==> config.mk <==
export PLATFORM = sky130hd
export DESIGN_NAME = cp0_exc_ctrl
export DESIGN_NICKNAME = d
export VERILOG_FILES = /design/src/rtl/cpu_defs.sv /design/src/rtl/cp0_exc_ctrl.sv
export SDC_FILE = /design/constraint.sdc
export NUM_CORES = 1
export LEC_CHECK = 0
export BUFFER_PORTS_ARGS = -buffer_cell sky130_fd_sc_hd__clkbuf_2
export CAP_MARGIN = 20
export CORE_MARGIN = 2
export CORE_UTILIZATION = 40
export CTS_CLUSTER_SIZE = 10
export DETAILED_ROUTE_END_ITERATION = 7
export HOLD_SLACK_MARGIN = 0.15
export PLACE_DENSITY_LB_ADDON = 0.3
export SLEW_MARGIN = 20
export SYNTH_ARGS = -nofsm -noshare
export SYNTH_HDL_FRONTEND = slang
export SYNTH_SLANG_ARGS = --single-unit
==> constraint.sdc <==
create_clock -name clk -period 3.3 [get_ports clk]
set_input_delay 0.66 -clock clk [delete_from_list [all_inputs] [get_ports clk]]
set_output_delay 0.66 -clock clk [all_outputs]
set_load 0.005 [all_outputs]
==> src/rtl/cpu_defs.sv <==
// Shared CPU definitions: CP0 register indices, exception codes and CP0 helpers.
package cpu_defs;

    // CP0 register indices
    localparam logic [4:0] CP0_SR    = 5'd12;
    localparam logic [4:0] CP0_CAUSE = 5'd13;
    localparam logic [4:0] CP0_EPC   = 5'd14;
    localparam logic [4:0] CP0_PRID  = 5'd15;

    // Exception codes carried in Cause.ExcCode
    localparam logic [4:0] EXC_INT  = 5'd0;
    localparam logic [4:0] EXC_ADEL = 5'd4;
    localparam logic [4:0] EXC_ADES = 5'd5;
    localparam logic [4:0] EXC_RI   = 5'd10;
    localparam logic [4:0] EXC_OV   = 5'd12;

    // The exception controller has two states; the state is SR.EXL itself
    typedef enum logic {
        ST_USER    = 1'b0,
        ST_HANDLER = 1'b1
    } cp0_state_t;

    // SR image: IM in [15:10], EXL in [1], IE in [0], everything else zero
    function automatic logic [31:0] sr_pack(input logic [5:0] im,
                                            input logic       exl,
                                            input logic       ie);
        return {16'h0000, im, 8'h00, exl, ie};
    endfunction

    // Cause image: BD in [31], IP in [15:10], ExcCode in [6:2], everything else zero
    function automatic logic [31:0] cause_pack(input logic       bd,
                                               input logic [5:0] ip,
                                               input logic [4:0] exc_code);
        return {bd, 15'h0000, ip, 3'b000, exc_code, 2'b00};
    endfunction

    // Restart address: a delay-slot instruction restarts at its branch, always word aligned
    function automatic logic [31:0] epc_align(input logic [31:0] pc,
                                              input logic        bd);
        logic [31:0] raw;
        raw = bd ? (pc - 32'd4) : pc;
        return {raw[31:2], 2'b00};
    endfunction

endpackage

==> src/rtl/cp0_exc_ctrl.sv <==
// Coprocessor-0 exception/interrupt controller: SR, Cause, EPC, PRId plus
// the exception entry / eret decision that redirects the fetch unit.
module cp0_exc_ctrl
    import cpu_defs::*;
#(
    parameter logic [31:0] PRID    = 32'h2021_0707,
    parameter logic [31:0] HANDLER = 32'h0000_4180
) (
    input  logic        clk,
    input  logic        reset,
    input  logic        m_valid,
    input  logic [31:0] m_pc,
    input  logic        m_bd,
    input  logic [4:0]  exc_code_in,
    input  logic [5:0]  hw_int,
    input  logic        mtc0_we,
    input  logic [4:0]  cp0_addr,
    input  logic [31:0] wdata,
    input  logic        eret,
    output logic [31:0] rdata,
    output logic        int_req,
    output logic [31:0] epc_out,
    output logic [31:0] handler_pc,
    output logic        exl
);

    // Architectural state
    cp0_state_t  state_r;
    logic [5:0]  sr_im_r;
    logic        sr_ie_r;
    logic        cause_bd_r;
    logic [5:0]  cause_ip_r;
    logic [4:0]  cause_exc_r;
    logic [31:0] epc_r;

    // Entry decision
    logic        exl_s;
    logic        irq_s;
    logic        exc_s;
    logic        int_req_s;
    logic [4:0]  entry_code_s;

    assign exl_s      = (state_r == ST_HANDLER);
    assign exl        = exl_s;
    assign epc_out    = epc_r;
    assign handler_pc = HANDLER;
    assign int_req    = int_req_s;

    // Decide whether to take an interrupt or exception this cycle; interrupts outrank exceptions
    always_comb begin
        irq_s        = 1'b0;
        exc_s        = 1'b0;
        int_req_s    = 1'b0;
        entry_code_s = EXC_INT;
        if (!exl_s) begin
            irq_s     = sr_ie_r & (|(hw_int & sr_im_r));
            exc_s     = m_valid & (exc_code_in != 5'd0);
            int_req_s = irq_s | exc_s;
            if (irq_s) begin
                entry_code_s = EXC_INT;
            end else begin
                entry_code_s = exc_code_in;
            end
        end else begin
            irq_s        = 1'b0;
            exc_s        = 1'b0;
            int_req_s    = 1'b0;
            entry_code_s = EXC_INT;
        end
    end

    // mfc0 read port: shows register contents before the coming edge
    always_comb begin
        rdata = 32'h0000_0000;
        case (cp0_addr)
            CP0_SR:    rdata = sr_pack(sr_im_r, exl_s, sr_ie_r);
            CP0_CAUSE: rdata = cause_pack(cause_bd_r, cause_ip_r, cause_exc_r);
            CP0_EPC:   rdata = epc_r;
            CP0_PRID:  rdata = PRID;
            default:   rdata = 32'h0000_0000;
        endcase
    end

    // USER/HANDLER state machine and CP0 register updates; entry beats eret beats mtc0
    always_ff @(posedge clk) begin
        if (reset) begin
            state_r     <= ST_USER;
            sr_im_r     <= 6'd0;
            sr_ie_r     <= 1'b0;
            cause_bd_r  <= 1'b0;
            cause_ip_r  <= 6'd0;
            cause_exc_r <= 5'd0;
            epc_r       <= 32'h0000_0000;
        end else begin
            cause_ip_r <= hw_int;
            if (int_req_s) begin
                state_r     <= ST_HANDLER;
                cause_exc_r <= entry_code_s;
                cause_bd_r  <= m_bd;
                epc_r       <= epc_align(m_pc, m_bd);
            end else if (eret) begin
                state_r <= ST_USER;
                // The handler may rewrite EPC in the same cycle as its eret
                if (mtc0_we && (cp0_addr == CP0_EPC)) begin
                    epc_r <= {wdata[31:2], 2'b00};
                end
            end else if (mtc0_we) begin
                case (cp0_addr)
                    CP0_SR: begin
                        sr_im_r <= wdata[15:10];
                        sr_ie_r <= wdata[0];
                        state_r <= wdata[1] ? ST_HANDLER : ST_USER;
                    end
                    CP0_EPC: begin
                        epc_r <= {wdata[31:2], 2'b00};
                    end
                    default: begin
                        // Cause and PRId are read-only to software
                    end
                endcase
            end
        end
    end

endmodule

# Word level (Yosys, flattened, before mapping)
# Index checks and enable logic that the tools add are counted.
[word_totals]
wordCells = 49
regBits = 52
n_memories = 0
latch_bits = 0
romBits = 0
input_bits = 86
mem_bits_rw = 0
output_inout_bits = 98
[op_classes]
bitwise_logic = 6
n_reduce_logical = 13
mul = 0
addsub = 1
muxes = 15
n_lt_le_gt_ge = 0
n_shift = 0
div_mod_pow = 0
n_eq_ne = 6
[op_table]
columns = ["op", "count"]
rows = [
  ["$mux W32", 6],
  ["$pmux W32 S4", 1],
  ["$sub A32 B3 Y32 const B", 1],
  ["$eq A5 B4 Y1 const B", 4],
  ["$mux W5", 2],
  ["$reduce_bool A3 Y1", 3],
  ["$and A6 B6 Y6", 1],
  ["$mux W1", 6],
  ["$reduce_and A3 Y1", 2],
  ["$reduce_or A6 Y1", 1],
  ["$reduce_bool A5 Y1", 1],
  ["$reduce_and A4 Y1", 1],
  ["$reduce_bool A2 Y1", 2],
  ["$ne A3 B1 Y1 const B", 1],
  ["$and A1 B1 Y1", 2],
  ["$ne A2 B1 Y1 const B", 1],
  ["$not A1 Y1", 2],
  ["$reduce_and A2 Y1", 1],
  ["$reduce_or A2 Y1", 1],
  ["$logic_and A1 B1 Y1", 1],
  ["$or A1 B1 Y1", 1],
]

# Logic depth before layout (Yosys ltp)
[depth]
ltp_word = 7
mapped_depth = 6
depth_no_buf = 6

# Worst setup path after synthesis
# OpenSTA, ideal clock, no wires.
[synth_path]
path_type = "input port to output port"
from = "input port cp0_addr[1]"
to = "output port rdata[3]"
setup_slack_ns = 0.930
cell_stages = 6
arrival_ns = 1.710
n_path_buf = 2
t_required_ns = 2.640
path_cell_list = "clkbuf_1 inv_1 nor2_1 clkbuf_1 a22oi_1 nor2_1"
[synth_via]
elab_chain_len = 2
elab_cells_between_ends = 5
cone_classes = "eq/ne: 4; mux: 1"
[synth_rtl]
columns = ["element", "line", "text"]
rows = [
  ["start, declared", "cp0_exc_ctrl.sv:17", "input logic [4:0] cp0_addr,"],
  ["$eq A5 B4 Y1", "cp0_exc_ctrl.sv:75", "case (cp0_addr)"],
  ["$pmux W32 S4 *", "cp0_exc_ctrl.sv:75", ""],
  ["end, declared", "cp0_exc_ctrl.sv:20", "output logic [31:0] rdata,"],
]
# Every way passes the cells marked *; elsewhere a longest branch is shown, timed or not.

# Worst setup path in the final report
[layout_path]
from = "input port cp0_addr[0]"
to = "output port rdata[31]"
# Same word-level chain as after synthesis.

==> flow_summary.json <==
{
  "routed_via_density": 5.86,
  "fp.dieH_um": 99.0,
  "synth_cells": 451,
  "rsz0062_at_grt": "no",
  "r2r_end": "epc_out[6]",
  "core_region_area_um2": 8720,
  "drtIter0Drc": 293,
  "final_cell_mix": "clkbuf_2, dfxtp_1, and3_1",
  "syn-mean-instance-area_um2": 8.00,
  "htreeDepth": 2,
  "groute.usage.overall_pct": 23.4,
  "cts-buffers-inserted": 5,
  "port_buffers": 147,
  "hpwl_um": 8850,
  "fin_skew_ps": 11.0,
  "worst_pin_slew_ps": 1020,
  "grt_max_degree": 51,
  "worstPathArrival_ps": 1930,
  "worstPathMaxFanout": 18,
  "grt.overflow.total": 0,
  "cts_resized": 0,
  "required_ps": 2640,
  "p_per_area_nw_per_um2": 318,
  "drive_gt1_share_pct": 30.8,
  "drc": 0,
  "fp.dieArea_um2": 9800,
  "insertion_delay_ps": 310,
  "vdd_drop_max_v": 0.000203,
  "cts.clk_slew.worst_paths_ps": 100,
  "ys_ff_latch": 50,
  "place_ws_ps": 597,
  "antenna_found_initial": 0,
  "holdPathStages": 2,
  "power_uw": 1390,
  "setup_viol": 0,
  "worstHoldEndpoint": "cause_exc_r[2]",
  "yosys_warnings": 0,
  "clock-sinks": 50,
  "yosysSeqAreaShare_pct": 27.7,
  "clock_path_buffers": 2,
  "hold_viol_final": 0,
  "end_kind": "output pin",
  "hp-class": "register to register",
  "die_w_um": 99.0,
  "synth_ff_type": "dfxtp_1",
  "fmax_ghz": 0.385,
  "gp_congestion": 0.821,
  "firstDrtPassIters": 5,
  "startpoint_type": "input pin",
  "reg2regPathDepth": 5,
  "timing.rr.start": "sr_im_r[2]",
  "p_leak_uw": 0.00195,
  "ys_types": 48,
  "vias": 3998,
  "grt_pass1_wl_um": 18700,
  "root_buffer": "clkbuf_8",
  "worst_slack_ps": 705,
  "status": "finished clean",
  "ant_nets": 0,
  "final.period_utilization_pct": 78.6,
  "synthArstFlopShare_pct": 0,
  "max-cap-violations": 0,
  "path_class": "input pin to output pin",
  "routed_wl_um": 12000,
  "n_antenna_cell": 0,
  "holdWs_ps": 468,
  "slew_headroom_pct": 32.1,
  "fill_cells": 891,
  "cts_tree": "done",
  "synth_edf_count": 0,
  "post_cts_buffers": 0,
  "ios": 184,
  "final_common_cell": "clkbuf_2",
  "area_growth_pct": 21.0,
  "setup-tns-final_ps": 0,
  "num_rows": 34,
  "grt_pass1_vias": 3599,
  "period_needed_ps": 2590,
  "finalMaxSlewViolations": 0,
  "hp-start": "cause_exc_r[2]",
  "start_util_pct": 41.4,
  "wl_per_cell_um": 17.6,
  "hold_buffers": 0,
  "nNetsFinal": 660,
  "synthesis.area_um2": 3610,
  "r2r_slack_ps": 1070
}
worst max-delay path by stage:
stage               depth (start not counted)        start  slack (ps)    endpoint
CTS                                         5  cp0_addr[0]         710    rdata[6]
detailed placement                          6  cp0_addr[0]         600  epc_out[8]
global placement                            6  cp0_addr[0]         630  epc_out[8]
global route                                5  cp0_addr[0]         560   rdata[31]
finish                                      5  cp0_addr[0]         710   rdata[31]
floorplan                                   6  cp0_addr[1]         930    rdata[3]
cell usage after synthesis (2+ instances only):
| library cell | count | share of area [%] |
|---|---|---|
| xor2_1 | 9 | 2.2 |
| clkbuf_1 | 36 | 3.7 |
| or3_1 | 8 | 1.4 |
| buf_2 | 2 | 0.28 |
| inv_1 | 5 | 0.52 |
| and3_1 | 43 | 7.5 |
| a22oi_1 | 5 | 1.0 |
| nor2_1 | 36 | 3.7 |
| nor4_4 | 3 | 1.8 |
| nand2b_1 | 4 | 0.69 |
| o31ai_1 | 16 | 3.3 |
| mux2i_1 | 6 | 1.7 |
| nand4_1 | 13 | 2.3 |
| nand4b_1 | 5 | 1.2 |
| or4_1 | 9 | 1.9 |
| nand3_1 | 12 | 1.7 |
| a21o_1 | 2 | 0.42 |
| o41ai_1 | 2 | 0.49 |
| nor2b_1 | 7 | 1.2 |
| a311oi_1 | 15 | 3.6 |
| nor4_1 | 3 | 0.52 |
| and3b_1 | 3 | 0.73 |
| conb_1 | 2 | 0.21 |
| a21oi_1 | 22 | 3.1 |
| a22o_1 | 3 | 0.73 |
| buf_4 | 35 | 7.3 |
| xnor2_1 | 5 | 1.2 |
| a2111oi_0 | 30 | 7.3 |
| nand3_2 | 2 | 0.55 |
| nor3_1 | 4 | 0.55 |
| nand2_1 | 17 | 1.8 |
| dfxtp_1 | 50 | 28 |
| a211oi_1 | 15 | 3.1 |
| o21ai_0 | 7 | 0.97 |
| nand3b_1 | 2 | 0.42 |
sequential cells by signal (all words and copies together) (netlist names):
signal,count
epc_out,30
cause_ip_r,6
sr_im_r,6
cause_exc_r,5
cause_bd_r,1
exl,1
sr_ie_r,1
layout make-up:
cell class | count | area (um2) | area share, %
Clock buffer | 6 | 82.6 | 1.89
Timing Repair Buffer | 158 | 818 | 18.7
Multi-Input combinational cell | 353 | 2300 | 52.6
Tap cell | 108 | 135 | 3.09
Clock inverter | 2 | 16.3 | 0.372
Inverter | 5 | 18.8 | 0.430
Sequential cell | 50 | 1000 | 22.9
kinds of logic (layout without fill, tap and decap cells):
logic type               Yosys count  count (layout)  share of synthesized area (%)
AND/OR/NAND/NOR                  176             176                           29.1
AO/OA/AOI/OAI                    122             122                           25.5
buffers and inverters             80             171                           12.1
flip-flops                        50              50                           27.7
XOR/XNOR                          14              14                           3.40
multiplexers                       6               6                           1.66
other                              2              34                          0.208
adder cells (fa/ha/maj)            1               1                          0.347
routing by layer:
metal | up-vias | part of all wire, % | wire length [um] | global-route usage (%)
li1 | 1918 | - | - | -
met2 | 208 | 48 | 5720 | 38.0
met3 | 6 | 7.9 | 950 | 2.84
met4 | 0 | 0.95 | 114 | 5.69
met1 | 1866 | 43 | 5200 | 33.0
met5 | - | 0 | 0 | 0
power breakdown:
group	switching [uW]	internal (uW)	total, uW
clock network	220	173	394
registers	31.9	646	677
logic	185	131	316
critical path: stages:
cell	delay [ps]
clkbuf_2	410
nor2b_1	430
a22oi_1	130
nor2_1	150
clkbuf_2	140
per-stage QoR:
stage / instance area, um2 / utilization [%] / cells
5_1_grt: 4370 / 50.1 / 682
3_3_place_gp: 4270 / 49.0 / 674
2_1_floorplan: 3730 / - / 483
3_5_place_dp: 4270 / 49.0 / 674
6_report: 4370 / 50.1 / 682
4_1_cts: 4370 / 50.1 / 682
Power figures use the tool's default switching activity.
